==> src/rtl/mux4_scan_serializer_pkg.sv <==
// Shared types and select-index helpers for the 4-channel scan serializer.
package mux4_scan_serializer_pkg;

  typedef enum logic {
    ST_IDLE  = 1'b0,
    ST_SHIFT = 1'b1
  } state_t;

  localparam logic [1:0] SEL_IDX_LO = 2'd0;
  localparam logic [1:0] SEL_IDX_HI = 2'd3;

  function automatic logic [1:0] sel_start(input bit msb_first);
    return msb_first ? SEL_IDX_HI : SEL_IDX_LO;
  endfunction

  function automatic logic [1:0] sel_end(input bit msb_first);
    return msb_first ? SEL_IDX_LO : SEL_IDX_HI;
  endfunction

  // Two-bit arithmetic wraps naturally, but the FSM never steps past the last bit.
  function automatic logic [1:0] sel_step(input logic [1:0] sel, input bit msb_first);
    return msb_first ? (sel - 2'd1) : (sel + 2'd1);
  endfunction

endpackage

==> src/rtl/mux4_scan_serializer_if.sv <==
// Word-in / serial-out bundle between the upstream producer and the scan serializer.
interface mux4_scan_serializer_if;
  logic       in_valid;
  logic       in_ready;
  logic [3:0] in_data;
  logic [1:0] sel;
  logic       ser_out;
  logic       ser_valid;
  logic       bit_strobe;
  logic       ser_last;
  logic       busy;

  modport slave (
    input  in_valid, in_data,
    output in_ready, sel, ser_out, ser_valid, bit_strobe, ser_last, busy
  );

  modport master (
    output in_valid, in_data,
    input  in_ready, sel, ser_out, ser_valid, bit_strobe, ser_last, busy
  );
endinterface

==> src/rtl/mux4x1.sv <==
// Plain 4:1 bit multiplexer: Y = I[Sel].
module mux4x1 (
  input  logic [3:0] I,
  input  logic [1:0] Sel,
  output logic       Y
);
  always_comb begin
    Y = I[Sel];
  end
endmodule

==> src/rtl/mux4_scan_serializer.sv <==
// Accepts a 4-bit word and scans it out one channel at a time through a mux4x1,
// holding each select value for BIT_CYCLES clocks.
module mux4_scan_serializer
  import mux4_scan_serializer_pkg::*;
#(
  parameter int BIT_CYCLES = 1,
  parameter int MSB_FIRST  = 0
) (
  input  logic                          clk,
  input  logic                          rst,
  mux4_scan_serializer_if.slave         bus
);

  localparam int PW = (BIT_CYCLES > 1) ? $clog2(BIT_CYCLES) : 1;
  localparam logic [PW-1:0] PRE_MAX   = PW'(BIT_CYCLES - 1);
  localparam bit            MSB       = (MSB_FIRST != 0);
  localparam logic [1:0]    SEL_FIRST = sel_start(MSB);

  if (BIT_CYCLES < 1) begin : g_bad_bit_cycles
    $error("mux4_scan_serializer: BIT_CYCLES must be >= 1");
  end

  state_t          state_q, state_d;
  logic [3:0]      hold_q, hold_d;
  logic [1:0]      sel_q, sel_d;
  logic [1:0]      bit_cnt_q, bit_cnt_d;
  logic [PW-1:0]   pre_q, pre_d;

  logic            bit_wrap;
  logic            last_cycle;
  logic            accept_ok;
  logic            ser_out_w;

  always_ff @(posedge clk) begin
    if (rst) begin
      state_q   <= ST_IDLE;
      hold_q    <= 4'b0000;
      sel_q     <= 2'd0;
      bit_cnt_q <= 2'd0;
      pre_q     <= '0;
    end else begin
      state_q   <= state_d;
      hold_q    <= hold_d;
      sel_q     <= sel_d;
      bit_cnt_q <= bit_cnt_d;
      pre_q     <= pre_d;
    end
  end

  always_comb begin
    state_d    = state_q;
    hold_d     = hold_q;
    sel_d      = sel_q;
    bit_cnt_d  = bit_cnt_q;
    pre_d      = pre_q;
    bit_wrap   = (pre_q == PRE_MAX);
    last_cycle = (state_q == ST_SHIFT) && bit_wrap && (bit_cnt_q == 2'd3);
    accept_ok  = (state_q == ST_IDLE) || last_cycle;

    case (state_q)
      ST_IDLE: begin
        if (bus.in_valid) begin
          state_d   = ST_SHIFT;
          hold_d    = bus.in_data;
          sel_d     = SEL_FIRST;
          bit_cnt_d = 2'd0;
          pre_d     = '0;
        end
      end

      ST_SHIFT: begin
        if (!bit_wrap) begin
          pre_d = pre_q + 1'b1;
        end else if (bit_cnt_q != 2'd3) begin
          pre_d     = '0;
          bit_cnt_d = bit_cnt_q + 2'd1;
          sel_d     = sel_step(sel_q, MSB);
        end else if (bus.in_valid) begin
          // Final cycle with a word waiting: restart with no idle gap.
          hold_d    = bus.in_data;
          sel_d     = SEL_FIRST;
          bit_cnt_d = 2'd0;
          pre_d     = '0;
        end else begin
          // Frame done; sel parks on the last channel scanned.
          state_d   = ST_IDLE;
          sel_d     = sel_end(MSB);
          bit_cnt_d = 2'd0;
          pre_d     = '0;
        end
      end

      default: begin
        state_d = ST_IDLE;
      end
    endcase
  end

  mux4x1 u_mux (
    .I   (hold_q),
    .Sel (sel_q),
    .Y   (ser_out_w)
  );

  assign bus.in_ready   = accept_ok & ~rst;
  assign bus.sel        = sel_q;
  assign bus.ser_out    = ser_out_w;
  assign bus.ser_valid  = (state_q == ST_SHIFT);
  assign bus.busy       = (state_q == ST_SHIFT);
  assign bus.bit_strobe = (state_q == ST_SHIFT) && (pre_q == '0);
  assign bus.ser_last   = (state_q == ST_SHIFT) && (bit_cnt_q == 2'd3);

endmodule
==> src/flat_wrapper.sv <==
// flat-port wrapper written by rule: the top's interface ports become plain ports
module mux4_scan_serializer_flat import mux4_scan_serializer_pkg::*;
#(
  parameter int BIT_CYCLES = 1,
  parameter int MSB_FIRST  = 0
)
  (clk, rst, bus_in_valid, bus_in_data, bus_in_ready, bus_sel, bus_ser_out, bus_ser_valid, bus_bit_strobe, bus_ser_last, bus_busy);
  mux4_scan_serializer_if bus_i ();
  input  logic clk;
  input  logic rst;
  input wire logic [$bits(bus_i.in_valid)-1:0] bus_in_valid;
  input wire logic [$bits(bus_i.in_data)-1:0] bus_in_data;
  output wire logic [$bits(bus_i.in_ready)-1:0] bus_in_ready;
  output wire logic [$bits(bus_i.sel)-1:0] bus_sel;
  output wire logic [$bits(bus_i.ser_out)-1:0] bus_ser_out;
  output wire logic [$bits(bus_i.ser_valid)-1:0] bus_ser_valid;
  output wire logic [$bits(bus_i.bit_strobe)-1:0] bus_bit_strobe;
  output wire logic [$bits(bus_i.ser_last)-1:0] bus_ser_last;
  output wire logic [$bits(bus_i.busy)-1:0] bus_busy;
  assign bus_i.in_valid = bus_in_valid;
  assign bus_i.in_data = bus_in_data;
  assign bus_in_ready = bus_i.in_ready;
  assign bus_sel = bus_i.sel;
  assign bus_ser_out = bus_i.ser_out;
  assign bus_ser_valid = bus_i.ser_valid;
  assign bus_bit_strobe = bus_i.bit_strobe;
  assign bus_ser_last = bus_i.ser_last;
  assign bus_busy = bus_i.busy;
  mux4_scan_serializer #(.BIT_CYCLES(BIT_CYCLES), .MSB_FIRST(MSB_FIRST)) u_core (.clk(clk), .rst(rst), .bus(bus_i));
endmodule
==> config.mk <==
export PLATFORM = sky130hd
export DESIGN_NAME = mux4_scan_serializer_flat
export DESIGN_NICKNAME = d
export VERILOG_FILES = /design/src/rtl/mux4_scan_serializer_pkg.sv /design/src/rtl/mux4_scan_serializer_if.sv /design/src/rtl/mux4x1.sv /design/src/rtl/mux4_scan_serializer.sv /design/src/flat_wrapper.sv
export SDC_FILE = /design/constraint.sdc
export NUM_CORES = 1
export LEC_CHECK = 0
export ABC_AREA = 0
export CORE_MARGIN = 5
export CORE_UTILIZATION = 25
export CTS_CLUSTER_SIZE = 8
export DETAILED_ROUTE_END_ITERATION = 12
export PLACE_DENSITY = 0.51
export SKIP_CTS_REPAIR_TIMING = 1
export SLEW_MARGIN = 20
export SYNTH_ARGS = -nofsm -noshare
export SYNTH_HDL_FRONTEND = slang
export SYNTH_SLANG_ARGS = --single-unit
==> constraint.sdc <==
create_clock -name clk -period 3.35 [get_ports clk]
set_input_delay 0.67 -clock clk [delete_from_list [all_inputs] [get_ports clk]]
set_output_delay 0.67 -clock clk [all_outputs]
set_load 0.01 [all_outputs]
Word-level counts from Yosys, hierarchy flattened
Cells that the tools add are included.

Add/sub/neg operators: 3. Order comparisons: 1. Equality and inequality tests: 5. Mux-type cells: 21. Bitwise gates (word level): 4. Reduce and logical (&&, ||, !) cells: 6.

Operators by type and width (number): two-way mux 2 bit (6); two-way mux 4 bit (3); inequality test 2 bit, second input constant (4); case mux 2 bit (2 select lines) (2); case mux 4 bit (2 select lines) (1); two-way mux 1 bit (6); adder 2 x 1 -> 2 bit, second input constant (2); case mux 1 bit (2 select lines) (2); AND reduction 2 bit (2); logical AND 1 bit (3); less-than comparator 2 x 3 -> 1 bit, second input constant (1); NOT 1 bit (3); binary-select mux 1 bit (select 2 bit) (1); equality test 2 bit, second input constant (1); adder 1 bit, second input constant (1); AND 1 bit (1); logical OR 1 bit (1).

Bits in registers: 10. Input bits: 7. Output and inout bits: 8. Word-level logic and storage cells: 45.

Logic depth before layout (Yosys ltp)
Word-level depth: 5. Gate-level depth with buffers: 4. Depth with buffers taken out: 4.

By module
A second synthesis with hierarchy kept.

Cells, all modules: 51. Area, all modules: 461.7 sq um.

Modules (own cells, without submodules): mux4_scan_serializer (instances 1, cells each 50, area an instance 439.2 sq um, seq. area each 180.2 sq um); mux4x1 (instances 1, cells each 1, area an instance 22.5 sq um, seq. area each 0.0 sq um).

Worst setup path after synthesis
No wires, ideal clock.

Path type: input-to-output. Start point: in rst. End point: out bus_in_ready. Arrival: 1002 ps. Data required time: 2680 ps. Slack: 1678 ps. Stages: 2. Cell sequence: buf_2 -> nor2_1.

Longest elaborated chain between the ends: 2.

Ends and longest elaborated chain: start, declared (RTL line flat_wrapper.sv:10) `input logic rst;`; NOT 1 bit (RTL line mux4_scan_serializer.sv:105) `assign bus.in_ready = accept_ok & ~rst;`; AND 1 bit (RTL line mux4_scan_serializer.sv:105); end, declared (RTL line flat_wrapper.sv:13) `output wire logic [$bits(bus_i.in_ready)-1:0] bus_in_ready;`.

No other way between the ends.

Worst setup path after layout
Ends and elaborated chain as after synthesis.

==> results summary <==
The die outline width is 52.98 um. After filler insertion, the fill cell instance count of the layout stands at 186. The first global-routing pass estimated 1642 um of wire. The final clock period utilization by the worst path is 78.94%. The area of combinational cells with multiple inputs is 231.5 um^2.

The number of buffer and inverter instances along the worst setup path is 2. The effective utilization at floorplan came out at 26.45%. Based on the critical path, the design can be clocked at up to 0.3781 GHz. The initial detailed-routing violation count came out at 20.

Timing analysis after detailed placement gives a worst setup slack of 0.7081 ns. Row generation in the floorplan step produced 15 rows. The fraction of final layout cells with drive strength greater than 1 is 9.231%. The switching share of total power is 24.83%. The cell that appears most often on the critical path is clkdlybuf4s50_1. The die area is 0.002806 mm^2.

The max-slew violation count was 0. The clock-pin slew on the worst setup and hold paths is 0.06 ns. The gate count of the mapped netlist is 52. The synthesized netlist devotes 17.34% of its cell area to compound gates. The worst clock skew is 0.001076 ns. The share of total power dissipated in combinational logic is 17.4%. The final worst-path setup slack came out at 0.7054 ns. The number of nets in the final layout came out at 75. The share of power burned in registers is 49.1%. The number of nets produced by synthesis came out at 61.

The run finished with clean final reports. The cell family with the largest share of critical-path delay is buffers and inverters. The worst setup path category is in2out. After detailed routing, the total wire length is 943 um. The TritonCTS clock tree is built.

The post-synthesis cell type count is 18. The worst register-to-register path ends at u_core.hold_q[3]. The total power density per cell area is 398.2 mW/mm^2. The share of total power in the clock network came out at 33.5%. Setup repair after global routing left no endpoint under its margin. The total of warnings raised by yosys came out at 0.

The terminating pin of the worst hold path is u_core.hold_q[1]. The worst setup path is captured at an output port. The type of origin of the critical path is a primary input.

In this run the worst setup path begins at rst. The library cell contributing the largest single delay on the critical path is clkdlybuf4s50_1. The area of the core is 0.001745 mm^2.

The part of the Yosys area used for sequential elements came out at 39.02%. The final routed DRC violation total came out at 0. The final hold slack came out at 0.4820 ns. Global routing used 8.260% of the available tracks across all layers.

The simple-gate share of the synthesized area came out at 20.33%. The worst register-to-register path begins at u_core.bit_cnt_q[0]. Counting instances, the worst hold path has a depth of 2. The actual transition at the worst max-transition pin is 0.3740 ns. The worst-skew pair later-pin latency is 0.26 ns. Dividing the detail-routed via count by the number of cells gives 4.367. Measured against its own limit, the worst slew margin works out to 75.04%. The analysis attributes to cell leakage a power of 0.2305 nW. Data arrives at the worst endpoint at 1.97 ns.

The class of the most critical hold timing path is reg2reg. The flop and latch count out of synthesis is 9. The CTS sink count came out at 9. The portion of synthesized area spent on multiplexers is 7.046%.

Entering global routing, the biggest net connects 14 pins. After Yosys synthesis, XOR and XNOR cells account for 0% of the synthesized area. The longest clock path from root to sink contains 2 buffers.

The mapped netlist covers 461.7 um^2. By area, the combinational part of the netlist is dominated by simple AND/OR/NAND/NOR gates. The number of antenna diodes in the final layout is 0. The non-filler instance count after layout is 90. The max-capacitance violation count came out at 0. The maximum level of the CTS H-tree is 1.

The number of failing setup endpoints in the final timing report is 0. The summed negative setup slack over all endpoints came out at 0 ns. The design internal power came out at 184.6 uW. The post-synthesis average cell area came out at 8.879 um^2.

The cell total after placement came out at 86. The via count of the first global-routing pass came out at 375. The overflow left after global routing is 0. The sum of net half-perimeters after detailed placement came out at 722.9 um. Traced cell by cell, the critical path runs through clkdlybuf4s50_1 > nor2_1 > clkdlybuf4s50_1. STA puts the critical path data required time at 2.68 ns. The buffer cell driving the clock tree root is clkbuf_4. The adder-cell share of the synthesized area is 5.420%. The final weighted congestion of routability-driven global placement is 0.7015.

The shortest period the worst path allows came out at 2.645 ns. The register-to-register setup slack is 2.14 ns. The initial antenna violation count was 0.

The detailed-route via count is 393. The post-synthesis to final-layout area growth came out at 33.60%. The count of antenna-violating nets left after detailed routing came out at 0. The number of buffers added on ports came out at 14. The library cell used most frequently in the layout, excluding fill and tap cells, is clkdlybuf4s50_1. Along the worst path, the maximum fanout reaches 10. From bottom edge to top edge, the die measures 52.98 um.

The count of final hold-check violations is 0. The depth of the worst register-to-register path came out at 4. Leaving out fill and tap cells, the most frequent cells in the layout are 14 x clkdlybuf4s50_1, 9 x dfxtp_1, 8 x a21oi_1.

The total area of sequential cells came out at 180.2 um^2. In this run the count of I/O pins placed on the die edge is 15. The startpoint identified for the worst hold timing path is u_core.hold_q[1]. The largest single stage delay on the critical path is 0.58 ns.

VDD sags by at most 0.0002376 V. The number of buffers created by CTS is 3. After detailed routing, the average wire length per cell comes to 10.48 um. The number of iterations in the first detailed-routing pass came out at 4. The net switching component of the power is 61.01 uW.
## worst max path at each step
stage,slack [ns],depth (start not counted),endpoint
5_1_grt,0.62,3,bus_in_ready
4_1_cts,0.69,3,bus_in_ready
6_report,0.71,3,bus_in_ready
3_3_place_gp,0.73,3,bus_in_ready
2_1_floorplan,1.68,2,bus_in_ready
3_5_place_dp,0.71,3,bus_in_ready
## kinds of logic after synthesis
| kind of cell | after synthesis |
|---|---|
| AO/OA/AOI/OAI | 16 |
| AND/OR/NAND/NOR | 16 |
| flip-flops | 9 |
| buffers and inverters | 7 |
| multiplexers | 2 |
| adder cells (fa/ha/maj) | 2 |
## cells in the mapped netlist (all sizes together)
cell    count  area [um^2]
dfxtp       9        180.2
a21oi       8        40.04
o21ai       8        40.04
buf         5        42.53
nand3       4        20.02
nor2        4        15.01
nor3b       3        22.52
ha          2        25.02
inv         2        7.510
nor2b       2        12.51
and2        1        7.510
and2b       1        10.01
mux2i       1        10.01
mux4        1        22.52
nand2b      1        6.260
## metal layers
metal,GRT usage [%],wire length [um]
met5,0,0
met4,2.553,20
met3,5.070,63
met2,11.78,415
met1,10.15,444
## registers in the layout, indices dropped and copies added, names as in the netlist
name	count
u_core.bit_cnt_q	2
u_core.bus.busy	1
u_core.bus.sel	2
u_core.hold_q	4
## tightest hold or removal path, delay by kind of cell, from the launching register on
kind | cells | cell delay (ns)
flip-flops | 1 | 0.31
AO/OA/AOI/OAI | 2 | 0.12
## cell type report
cell class	instances	area share, %
well taps	25	5.071
flip-flops and latches	9	29.21
repair buffers	14	22.72
inverters	2	1.217
multi-input cells	36	37.53
clock buffers	4	4.260
## power by group through the flow
| stage | clock [mW] | combinational [mW] | sequential (mW) |
|---|---|---|---|
| after CTS | 0.0870 | 0.0433 | 0.121 |
| final | 0.0824 | 0.0427 | 0.121 |
| after floorplan | 0 | 0.0273 | 0.121 |
| after global routing | 0.0955 | 0.0473 | 0.122 |
| after detailed placement | 0 | 0.0432 | 0.123 |
| after global placement | 0 | 0.0430 | 0.123 |
## stage by stage
step                      power [mW]  area (um^2)  utilization, %
after floorplan               0.1485        461.7               -
after global placement        0.1659        590.6           33.84
after detailed placement      0.1661        590.6           33.84
after CTS                     0.2509        616.8           35.34
after global routing          0.2649        616.8           35.34
final                         0.2456        616.8           35.34
Note: power is estimated with default switching activity, not from simulation.
==> RTL change (config.mk and constraints unchanged) <==
Reset style: asynchronous (`rst`), changed in one clocked block.
--- a/src/rtl/mux4_scan_serializer.sv
+++ b/src/rtl/mux4_scan_serializer.sv
@@ -31,7 +31,7 @@
   logic            accept_ok;
   logic            ser_out_w;
 
-  always_ff @(posedge clk) begin
+  always_ff @(posedge clk or posedge rst) begin
     if (rst) begin
       state_q   <= ST_IDLE;
       hold_q    <= 4'b0000;
Function: differs if rst is asserted again (counterexample within 4 cycles, from zero or initial values and one cycle with rst high); with rst held inactive, the same outputs for 10 cycles.
==> RTL change against the original RTL <==
Clock skew rose by 0.0033 ns. Critical path type unchanged. Routed wire length increased by 1.2%. Synthesized cell count is 25% lower. Design area rose by 9.1%. Highest routed layer unchanged. Via count is 8.4% lower. Sequential cell count unchanged. Sequential share of layout area grew 4.2 points. Setup slack gained 0.15 ns. Largest cell class unchanged. Area after synthesis grew 6.5%.
Power is not compared: it rests on default switching activity, and its combinational part moved more than twofold at a synthesized area within 25%.
==> RTL change: results (changes against the original RTL) <==
status=complete, no violations (unchanged); Hold WC Path Type=reg -> reg (unchanged); largest net degree at the start of global routing=14 (unchanged); R2R Setup Slk=1.98 ns (was 2.14 ns); Hold Path Stages=1 (was 2); distinct cell type count after synthesis=21 (was 18); ranking of synthesized cells by area=dfrtp_1 46%, mux2_4 12%, ha_1 5.1%, mux4_2 4.6%, buf_4 3.1% (was dfxtp_1 39%, a21oi_1 8.7%, o21ai_0 6.5%, ha_1 5.4%, buf_6 4.9%); Worst Skew=0.00440 ns (was 0.00108 ns); Synth Net Count=48 (was 61); Crit Path Max Fanout=2 (was 10); nets=65 (was 75); CTS clk-pin slew, worst paths=0.06 ns (about the same); placed cells=78 (was 86); GRT Overall Usage=7.28% (was 8.26%); FFs w/ async S/R, synth=100% (was 0%); final wirelength=954 um (was 943 um); Initial DRC Count=1 (was 20); reg2reg end=u_core.hold_q[3]$_DFFE_PP0P_ (was u_core.hold_q[3]$_SDFFE_PP0P_); CP peak stage delay=0.48 ns (was 0.58 ns); Post-DP Area=647 um2 (was 591 um2); reg2reg start=u_core.bit_cnt_q[0]$_DFFE_PP0P_ (was u_core.bit_cnt_q[0]$_SDFFE_PP0P_); fraction of layout cells with a size suffix above 1=21.8% (was 9.23%); vias in the first global route=308 (was 375); Worst Hold Launch=u_core.hold_q[1]$_DFFE_PP0P_ (was u_core.hold_q[1]$_SDFFE_PP0P_); Max IR drop VDD=0.369 mV; via/cell ratio=4.39 (was 4.37); GPL Wtd Cong=0.676 (was 0.702); Worst Tran Pin Value=0.412 ns (was 0.374 ns); synth cell count leaders=9 x dfrtp_1, 4 x mux2_4, 3 x nand2_1 (was 9 x dfxtp_1, 8 x a21oi_1, 6 x o21ai_0); crit path DAT=1.83 ns (was 1.97 ns); pre-CTS WS=0.854 ns (was 0.708 ns); first-pass GRT wire length=1400 um (was 1640 um); hold_ws=0.515 ns (was 0.482 ns); Hold EP=u_core.hold_q[1]$_DFFE_PP0P_ (was u_core.hold_q[1]$_SDFFE_PP0P_)
==> RTL change: worst max-delay path by stage <==
stage                     from           end  slack, ns  cells past startpoint
after floorplan            rst  bus_in_ready       1.57                      2
after global placement     rst  bus_in_ready       0.84                      4
after detailed placement   rst  bus_in_ready       0.85                      4
after CTS                  rst  bus_in_ready       0.84                      4
after global routing       rst  bus_in_ready       0.80                      4
final                      rst  bus_in_ready       0.85                      4
==> RTL change: report_power, final <==
group          total (mW)  leakage (nW)  internal, mW  switching (mW)
logic               0.324         0.185         0.212           0.112
registers           0.224         0.105         0.164          0.0596
clock network      0.0810        0.0150        0.0457          0.0353
total               0.629         0.305         0.422           0.207
==> RTL change: area by class of cell <==
type / instances / area [um2]
Timing Repair Buffer: 15 / 148
Inverter: 2 / 7.51
Sequential cell: 9 / 225
Fill cell: 206 / 1250
Multi-Input combinational cell: 25 / 233
Tap cell: 27 / 33.8
Clock buffer: 4 / 26.3
==> RTL change: metal layers <==
| metal | global-route usage (%) | up-vias | share of wire (%) |
|---|---|---|---|
| met5 | 0 | - | 0 |
| met2 | 9.56 | 15 | 45 |
| li1 | - | 168 | - |
| met4 | 3.73 | 0 | 2.0 |
| met1 | 8.82 | 175 | 43 |
| met3 | 4.90 | 2 | 9.7 |
==> RTL change: kinds of logic after synthesis <==
kind of cell / after synthesis / share of synthesized area (%)
and+or+nand+nor: 11 / 15.0
muxes: 6 / 18.8
AOI/OAI and AO/OA: 6 / 8.40
DFF: 9 / 45.8
adders and majority gates: 2 / 5.09
buffers and inverters: 5 / 6.87
